$ cat src/rtl/uart_tx.sv
// UART transmitter: start bit, 8 data bits LSB-first, optional parity, one stop bit.
// Each bit is held for Prescale clock cycles (0 selects 64).
module uart_tx (
    input  logic       CLK,
    input  logic       RST,
    input  logic [7:0] P_DATA,
    input  logic       Data_Valid,
    input  logic       PAR_EN,
    input  logic       PAR_TYP,
    input  logic [5:0] Prescale,
    output logic       TX_OUT,
    output logic       Busy
);

    localparam int unsigned DATA_W = 8;
    localparam int unsigned CNT_W  = 6;
    localparam int unsigned IDX_W  = 3;

    typedef enum logic [2:0] {
        IDLE,
        START,
        DATA,
        PARITY,
        STOP
    } state_t;

    state_t             state_q, state_d;
    logic [CNT_W-1:0]   edge_q, edge_d;
    logic [IDX_W-1:0]   idx_q, idx_d;
    logic [DATA_W-1:0]  data_q, data_d;
    logic               par_en_q, par_en_d;
    logic               par_typ_q, par_typ_d;
    logic [CNT_W-1:0]   presc_q, presc_d;
    logic               tx_d;
    logic               busy_d;

    logic [CNT_W-1:0]   presc_m1_c;
    logic               bit_end_c;
    logic               parity_c;

    // Prescale of 0 wraps to 63 here, giving a 64-cycle bit.
    assign presc_m1_c = presc_q - CNT_W'(1);
    assign bit_end_c  = (edge_q == presc_m1_c);
    assign parity_c   = (^data_q) ^ par_typ_q;

    // State, counters, latched frame config and registered line outputs.
    always_ff @(posedge CLK or negedge RST) begin
        if (!RST) begin
            state_q   <= IDLE;
            edge_q    <= '0;
            idx_q     <= '0;
            data_q    <= '0;
            par_en_q  <= 1'b0;
            par_typ_q <= 1'b0;
            presc_q   <= '0;
            TX_OUT    <= 1'b1;
            Busy      <= 1'b0;
        end else begin
            state_q   <= state_d;
            edge_q    <= edge_d;
            idx_q     <= idx_d;
            data_q    <= data_d;
            par_en_q  <= par_en_d;
            par_typ_q <= par_typ_d;
            presc_q   <= presc_d;
            TX_OUT    <= tx_d;
            Busy      <= busy_d;
        end
    end

    // Next-state, counter and output decode.
    always_comb begin
        state_d   = state_q;
        edge_d    = bit_end_c ? '0 : edge_q + CNT_W'(1);
        idx_d     = idx_q;
        data_d    = data_q;
        par_en_d  = par_en_q;
        par_typ_d = par_typ_q;
        presc_d   = presc_q;
        tx_d      = 1'b1;
        busy_d    = 1'b1;

        case (state_q)
            IDLE: begin
                edge_d = '0;
                idx_d  = '0;
                if (Data_Valid) begin
                    state_d   = START;
                    data_d    = P_DATA;
                    par_en_d  = PAR_EN;
                    par_typ_d = PAR_TYP;
                    presc_d   = Prescale;
                end
            end
            START: begin
                if (bit_end_c) begin
                    state_d = DATA;
                end
            end
            DATA: begin
                if (bit_end_c) begin
                    if (idx_q == IDX_W'(DATA_W - 1)) begin
                        idx_d   = '0;
                        state_d = par_en_q ? PARITY : STOP;
                    end else begin
                        idx_d = idx_q + IDX_W'(1);
                    end
                end
            end
            PARITY: begin
                if (bit_end_c) begin
                    state_d = STOP;
                end
            end
            STOP: begin
                if (bit_end_c) begin
                    state_d = IDLE;
                end
            end
            default: begin
                state_d = IDLE;
            end
        endcase

        // Outputs are decoded from the next state so the line changes on the same edge.
        case (state_d)
            IDLE: begin
                tx_d   = 1'b1;
                busy_d = 1'b0;
            end
            START:   tx_d = 1'b0;
            DATA:    tx_d = data_d[idx_d];
            PARITY:  tx_d = parity_c;
            STOP:    tx_d = 1'b1;
            default: begin
                tx_d   = 1'b1;
                busy_d = 1'b0;
            end
        endcase
    end

endmodule

$ cat config.mk
export PLATFORM = sky130hd
export DESIGN_NAME = uart_tx
export DESIGN_NICKNAME = d
export VERILOG_FILES = /design/src/rtl/uart_tx.sv
export SDC_FILE = /design/constraint.sdc
export NUM_CORES = 1
export LEC_CHECK = 0
export ABC_AREA = 1
export ABC_CLOCK_PERIOD_IN_PS = 3650
export CAP_MARGIN = 5
export CORE_MARGIN = 3
export CORE_UTILIZATION = 55
export CTS_CLUSTER_SIZE = 10
export DETAILED_ROUTE_END_ITERATION = 6
export PLACE_DENSITY = 0.79
export SLEW_MARGIN = 20
export SYNTH_ARGS = -nofsm -noshare
export SYNTH_HDL_FRONTEND = slang
export SYNTH_SLANG_ARGS = --single-unit
export TNS_END_PERCENT = 30
$ cat constraint.sdc
create_clock -name CLK -period 3.65 [get_ports CLK]
set_clock_uncertainty 0.15 [all_clocks]
set_input_delay 0.365 -clock CLK [delete_from_list [all_inputs] [get_ports CLK]]
set_output_delay 0.365 -clock CLK [all_outputs]
set_load 0.03 [all_outputs]
# Yosys cells after proc, flatten, opt, wreduce, memory -nomap -nowiden
# Index checks and enable logic that the tools add are counted.
[word_totals]
regBits = 30
in_bits = 19
output_inout_bits = 2
wordCells = 47
[op_classes]
n_addsub = 3
n_lt_le_gt_ge = 1
eq_ne = 10
mux = 19
n_bitwise = 1
reduce_logical = 4
[op_table]
columns = ["operator", "n"]
rows = [
  ["3-bit two-way mux", 9],
  ["8-bit two-way mux", 2],
  ["3-bit one-hot mux with 5 select lines", 1],
  ["3-bit by 2-bit == test with 1-bit output, second input constant", 4],
  ["6-bit two-way mux", 2],
  ["3-bit == test, second input constant", 3],
  ["8-bit parity", 1],
  ["6-bit by 1-bit adder with 6-bit output, second input constant", 1],
  ["3-bit by 1-bit == test with 1-bit output, second input constant", 2],
  ["6-bit == test", 1],
  ["3-bit one-hot mux with 2 select lines", 1],
  ["6-bit by 1-bit subtractor with 6-bit output, second input constant", 1],
  ["3-bit by 4-bit less-than comparator with 1-bit output, second input constant", 1],
  ["4-bit OR reduction", 1],
  ["3-bit by 1-bit adder with 3-bit output, second input constant", 1],
  ["1-bit binary-select mux with 3-bit select", 1],
  ["3-bit zero test", 1],
  ["1-bit one-hot mux with 3 select lines", 1],
  ["1-bit two-way mux", 2],
  ["2-bit AND reduction", 1],
  ["1-bit XOR", 1],
]

# Longest topological paths before layout
# Gate-level depths: netlist of run 1.
[depth]
word_depth = 7
depth_mapped = 18
ltp_nobuf = 18

# Worst setup path before layout of run 1
# No wires, ideal clock.
[synth_timing]
kind = "register -> register"
start = "register presc_q[0]"
end = "register TX_OUT"
setup_time_ns = 0.064
t_arrival_ns = 1.816
required_ns = 3.436
setup_slack_ns = 1.621
path_stages_with_launch = 18
n_path_buf = 0
period_less_slack_ns = 2.029
path_cell_list = "dfrtp_1 -> inv_2 -> ha_1 -> nand2_1 -> nand2_1 -> nor2_1 -> nand3_2 -> nor2_4 -> nand3_4 -> nand2_2 -> nand3_4 -> nand2_4 -> nand2_1 -> nand3_1 -> nand2_1 -> nand2_1 -> nand3_1 -> nand3_1"
[synth_via]
elab_chain_len = 7
elab_cells_between_ends = 15
classes_between = "add/sub: 1; eq/ne: 4; mux: 10"
[synth_rtl]
columns = ["item", "line", "rtl"]
rows = [
  ["start: declaration", "33", "logic [CNT_W-1:0] presc_q, presc_d;"],
  ["start signal: assignment", "65", "presc_q <= presc_d;"],
  ["6-bit by 1-bit subtractor with 6-bit output", "42", "assign presc_m1_c = presc_q - CNT_W'(1);"],
  ["6-bit == test", "43", "assign bit_end_c = (edge_q == presc_m1_c);"],
  ["3-bit two-way mux", "101", "if (bit_end_c) begin"],
  ["3-bit one-hot mux with 2 select lines", "83", "case (state_q)"],
  ["via idx_d[0]", "29", "logic [IDX_W-1:0] idx_q, idx_d;"],
  ["1-bit binary-select mux with 3-bit select", "132", "DATA: tx_d = data_d[idx_d];"],
  ["1-bit two-way mux (not written as such)", "132", ""],
  ["1-bit one-hot mux with 3 select lines", "126", "case (state_d)"],
  ["via tx_d", "34", "logic tx_d;"],
  ["end signal: assignment", "66", "TX_OUT <= tx_d;"],
  ["end: declaration", "11", "output logic TX_OUT,"],
]
# The timed path passes the listed nets, and every way through them passes these cells. The select of a mux whose other input is x is not followed.
# A chain may end at the register's enable or synchronous reset.

# Worst setup path after layout of run 1
[layout_timing]
start = "register state_q[0]"
end = "register TX_OUT"
[layout_via]
elab_chain_len = 5
elab_cells_between_ends = 20
classes_between = "eq/ne: 7; mux: 12; reduce/logical: 1"
[layout_rtl]
columns = ["item", "line", "rtl"]
rows = [
  ["start: declaration", "27", "state_t state_q, state_d;"],
  ["start signal: assignment", "59", "state_q <= state_d;"],
  ["3-bit zero test", "83", ""],
  ["8-bit two-way mux", "83", ""],
  ["via data_d[2]", "30", "logic [DATA_W-1:0] data_q, data_d;"],
  ["1-bit binary-select mux with 3-bit select", "132", ""],
  ["1-bit two-way mux (not written as such)", "132", ""],
  ["1-bit one-hot mux with 3 select lines", "126", ""],
  ["via tx_d", "34", ""],
]
# The timed path passes the listed nets, and every way through them passes these cells. The select of a mux whose other input is x is not followed.

==> metrics, run 1 <==
DRC viols=0; Distinct cells, synth=29; area occupied by multi-input gates=876 um2; total grt overflow=0; via/cell ratio=around 5; final worst path period share=0.635; Req. time, crit path=3790 ps; vias in the first global route=approximately 1400; mapped cell area=~1800 um2; Hold WC Path Type=input port to async pin; Main synth FF type=dfrtp_1; Worst-Skew Late Latency=approximately 340 ps; routed wire length=roughly 3.5 mm; post-synthesis async set-or-reset flop share=1.00; fin nets=286; Final Max Slew Viols=0; Synth area leaders=dfrtp_1, nand2_1, inv_1; DR WL/cell=about 11 um; Hold Buf Count CTS=0; placeable core area=slightly below 3000 um2; FF-to-FF path depth=13; Final ANT Viol Nets=0; CTS buffer count=5; # clock sinks=30; first-pass GRT wire length=between 6 and 7 mm; Post-CTS Repair Setup Buffers=0; syn avg cell area=about 7.4 um2; largest net degree at the start of global routing=31; clock root cell=clkbuf_4; Worst VDD drop=0.000203 V; DRT Pass-1 Iters=4; Seq. cell area=roughly 750 um2; power density cells=approximately 300 nW/um2; CP arrival=~2500 ps; LEAKAGE=roughly 1.1 nW; DP HPWL=2.61 mm; RSZ-0062 raised after global routing=no; top cells by count, synth=nand2_1, dfrtp_1, inv_1, nand3_1, nor2_1; initial antenna violation count=0; row count=19; port bufs=20; Tot GR Track Use=0.207; Crit. End Element=register; count leader, synth=nand2_1; Max Cap Viol=0; Die Width=roughly 63 um; Max Freq=around 430 MHz; Worst-path clk slew=roughly 110 ps; initial core utilization=0.611; Tmin final=roughly 2300 ps; gpl congestion=about 0.88; antenna diode count=0; Yosys reg bits=30; H-Tree Depth=2; Pwr Total=around 620 uW; clock tree from TritonCTS=built; syn nets=261; relative slew slack=0.701; register area share after synthesis=0.424; number of flops mapped to enable cells by yosys=0; Final setup viols=0; outcome=finished clean; Synth top area share=0.409; via count=approximately 1500; Setup CP Type=register to register; final hold vios=0; crit-path max FO=21; Slew @ Worst Pin=448 ps; Iteration-0 DRC Markers=73; final-layout fill cell count=233; Die Y=between 60 and 70 um; Fin Setup TNS=0 ps; I/O pins=21; largest area contributor in the netlist=dfrtp_1; Startpoint Class=register; die area=slightly below 4000 um2; Post-Syn Instances=238; Max Buffers Root-to-Sink=2; post-CTS sizing=0; share of layout cells above drive strength 1=0.114; synthesis-to-layout area growth=18.3%; warning count from the yosys run=0
==> sequential cells by signal, summed over array words and instances, names as in the netlist, 3 cells and up <==
name     cells
presc_q      6
edge_q       6
state_q      3
idx_q        3
data_q       8
==> where the power goes <==
part	internal [mW]	leakage [nW]	switching (mW)
clock	0.142	0.0450	0.124
combinational	0.0173	0.680	0.00876
sequential	0.332	0.369	0
==> cell families after synthesis <==
kind of cell    share of synthesized area
simple gates                        0.364
buf+inv                            0.0819
flops                               0.424
compound gates                     0.0522
xor+xnor                           0.0494
fa+ha+maj                          0.0282
==> path summary, 6_finish.rpt <==
path	startpoint	to	slack [ps]
worst max register to register	state_q[0]$_DFF_PN0_	TX_OUT$_DFF_PN1_	1330
max in group asynchronous	RST	TX_OUT$_DFF_PN1_	2800
min in group CLK	par_typ_q$_DFFE_PN0P_	par_typ_q$_DFFE_PN0P_	360
worst min register to register	par_typ_q$_DFFE_PN0P_	par_typ_q$_DFFE_PN0P_	360
worst min-delay path	RST	idx_q[1]$_DFF_PN0_	240
worst max-delay path	state_q[0]$_DFF_PN0_	TX_OUT$_DFF_PN1_	1330
==> worst max-delay path, stage by stage (launching register included) <==
cell,delay (ps)
dfrtp_1,450
nor2_4,160
inv_1,100
nor2_2,120
nand2_1,290
inv_2,380
nand2_1,90
nand2_1,100
nand3_1,90
nand3_1,90
nand2_1,50
nand2_1,50
nand3_1,70
nand3_1,70
==> layout make-up <==
| type | count | share of cell area |
|---|---|---|
| multi-input combinational | 170 | 0.418 |
| sequential | 30 | 0.359 |
| timing repair buffer | 21 | 0.0990 |
| inverter | 35 | 0.0626 |
| tap | 42 | 0.0251 |
| clock inverter | 3 | 0.0191 |
| clock buffer | 5 | 0.0179 |
==> cells in the final DEF (no fill, tap or decap), types with 3 or more instances in the layout <==
master           synthesis  final
nand2_1                 90     90
dfrtp_1                 29     29
inv_1                   28     28
nand3_1                 21     21
clkdlybuf4s50_1          0     20
nor2_1                   9      9
o21ai_0                  8      8
inv_2                    7      7
xnor2_1                  6      6
clkbuf_4                 0      5
nand4_1                  4      4
xor2_1                   4      4
ha_1                     4      4
nor2_2                   3      3
nand2_2                  3      3
o21ai_1                  3      3
==> metrics by stage <==
| stage | worst slack [ps] | hold WS [ps] | instances | util | area, um2 |
|---|---|---|---|---|---|
| detailed placement | 1310 | 338 | 298 | 0.696 | 2020 |
| global placement | 1310 | 335 | 298 | 0.696 | 2020 |
| CTS | 1340 | 244 | 306 | 0.723 | 2100 |
| global route | 1070 | 272 | 306 | 0.723 | 2100 |
| floorplan | 1620 | -80.6 | 238 | - | 1770 |
| finish | 1330 | 244 | 306 | 0.723 | 2100 |
==> per-layer routing <==
metal / vias to the layer above / track usage / share of wire
met5: - / 0 / 0
li1: 800 / - / -
met4: 0 / 0.0716 / 0.025
met1: 686 / 0.276 / 0.50
met2: 28 / 0.317 / 0.43
met3: 10 / 0.0629 / 0.047
Note: power is estimated with default switching activity, not from simulation.
==> run 2: changes to the inputs <==
- ABC_CLOCK_PERIOD_IN_PS: 3650 -> 2200
- clock period: 3.65 -> 2.2 ns (I/O delays scaled with it)
==> run 2 against run 1 <==
- the run now ends with setup timing left
- core utilization rose by 3.4 points
- via count up 3.6%
- first-iteration DRC count rose by 37%
- final area increased by 4.7%
- critical endpoint unchanged
- largest cell class unchanged
==> metrics, run 2 (synthesis gave the netlist of run 1 again) <==
Worst-Skew Late Latency=approximately 330 ps; synthesis-to-layout area growth=23.9%; Die Y=approximately 63 um; Largest Register=data_q; # clock sinks=30; die area=approximately 3900 um2; first-pass GRT wire length=around 6.6 mm; Startpoint Class=register; reg-to-reg critical path startpoint=presc_q[1]$_DFFE_PN0P_; clock root cell=clkbuf_4; highest-count cells in the layout ignoring fill and taps=nand2_1, dfrtp_1, inv_1; DP HPWL=~2.7 mm; final worst path period share=1.01; Req. time, crit path=between 2000 and 2500 ps; Non-Filler Instances=approximately 320; Finished Core Util=0.757; antenna diode count=0; placeable core area=a little under 3000 um2; fin nets=295; Setup CP Type=register to register; final-layout fill cell count=235; outcome=finished with violations; DP Area=slightly above 2000 um2; PnR worst setup slack=-26.7 ps; FF-to-FF path depth=16; CTS buffer count=5; Worst-path clk slew=about 100 ps; Pwr Total=roughly 940 uW; initial antenna violation count=0; via/cell ratio=between 5 and 6; Max Cap Viol=0; commonest non-fill, non-tap cell in the layout=nand2_1; LEAKAGE=approximately 1.1 nW; via count=roughly 1600; I/O pins=21; share of layout cells above drive strength 1=0.172; port bufs=20; CP arrival=roughly 2300 ps; failing checks=setup timing; initial core utilization=0.611; Final Max Slew Viols=0; DRT Pass-1 Iters=4; Setup WS pre-CTS=-54.0 ps; Iteration-0 DRC Markers=100; H-Tree Depth=2; Die Width=around 63 um; Final Instance Area=approximately 2200 um2; Hold Worst Slack=about 110 ps; reg2reg setup slack=-30 ps; Max Freq=~450 MHz; Crit. End Element=register; gpl congestion=0.884; DR WL/cell=roughly 12 um; max reg flops=8; r2r endpoint=TX_OUT$_DFF_PN1_; Worst VDD drop=0.000405 V; Hold WC Path Type=input port to async pin; crit-path max FO=6; Fin Setup TNS=-26.7 ps; top flop regs=data_q: 8 flops, edge_q: 6 flops, presc_q: 6 flops; Slew @ Worst Pin=approximately 380 ps; Tot GR Track Use=0.211; Final ANT Viol Nets=0; total grt overflow=0; dpl cells=roughly 300; routed wire length=between 3 and 4 mm; vias in the first global route=roughly 1400; DRC viols=0; Tmin final=~2200 ps; largest net degree at the start of global routing=31; relative slew slack=0.745; Final setup viols=1; Max Buffers Root-to-Sink=2; final hold vios=0; clock tree from TritonCTS=built; power density cells=427 nW/um2; RSZ-0062 raised after global routing=yes; row count=19; Hold Buf Count CTS=0
[run 2: layer usage]
| layer | vias up | part of all wire | global-route usage |
|---|---|---|---|
| met1 | 714 | 0.47 | 0.303 |
| met3 | 7 | 0.055 | 0.0576 |
| met2 | 43 | 0.45 | 0.304 |
| met5 | - | 0 | 0 |
| li1 | 815 | - | - |
| met4 | 0 | 0.021 | 0.0799 |
[run 2: final cells by class]
class	instances	area [um2]	share of cell area
multi-input cells	170	922	0.420
flip-flops and latches	30	752	0.342
well taps	42	52.6	0.0239
clock buffers	8	58.8	0.0268
repair buffers	30	279	0.127
inverters	35	131	0.0598
[run 2: worst max-delay path: stages (launching register included)]
cell and delay, ps:
dfrtp_1 380, inv_2 60, ha_4 270, inv_2 30, nand2_1 40, nand2_1 60
nor2_2 90, nand3_2 80, nor2_4 130, nand3_4 140, buf_6 160, o211ai_1 200
o21ai_2 110, inv_1 60, nand2_1 60, nand3_2 70, nand3_2 60
[run 2: how the worst max path moves through the flow]
stage | start | endpoint | slack (ps) | cells after the start
4_1_cts | presc_q[0]$_DFFE_PN0P_ | TX_OUT$_DFF_PN1_ | -50 | 16
5_1_grt | presc_q[1]$_DFFE_PN0P_ | TX_OUT$_DFF_PN1_ | -200 | 18
6_report | presc_q[1]$_DFFE_PN0P_ | TX_OUT$_DFF_PN1_ | -30 | 16
3_5_place_dp | presc_q[0]$_DFFE_PN0P_ | TX_OUT$_DFF_PN1_ | -50 | 17
3_3_place_gp | presc_q[0]$_DFFE_PN0P_ | TX_OUT$_DFF_PN1_ | 40 | 16
2_1_floorplan | presc_q[0]$_DFFE_PN0P_ | TX_OUT$_DFF_PN1_ | 170 | 17
[run 2: report_power, final]
group | switching (mW) | internal (mW)
logic | 0.0142 | 0.0287
registers | 0 | 0.551
clock network | 0.186 | 0.157
total | 0.201 | 0.737
[run 2: what timing repair did]
item / 4_1_cts / 5_1_grt
setup buffers: 5 / 1
setup endpoints to repair: 2 / 6
pin swaps: 12 / 10
resized for setup: 8 / 7
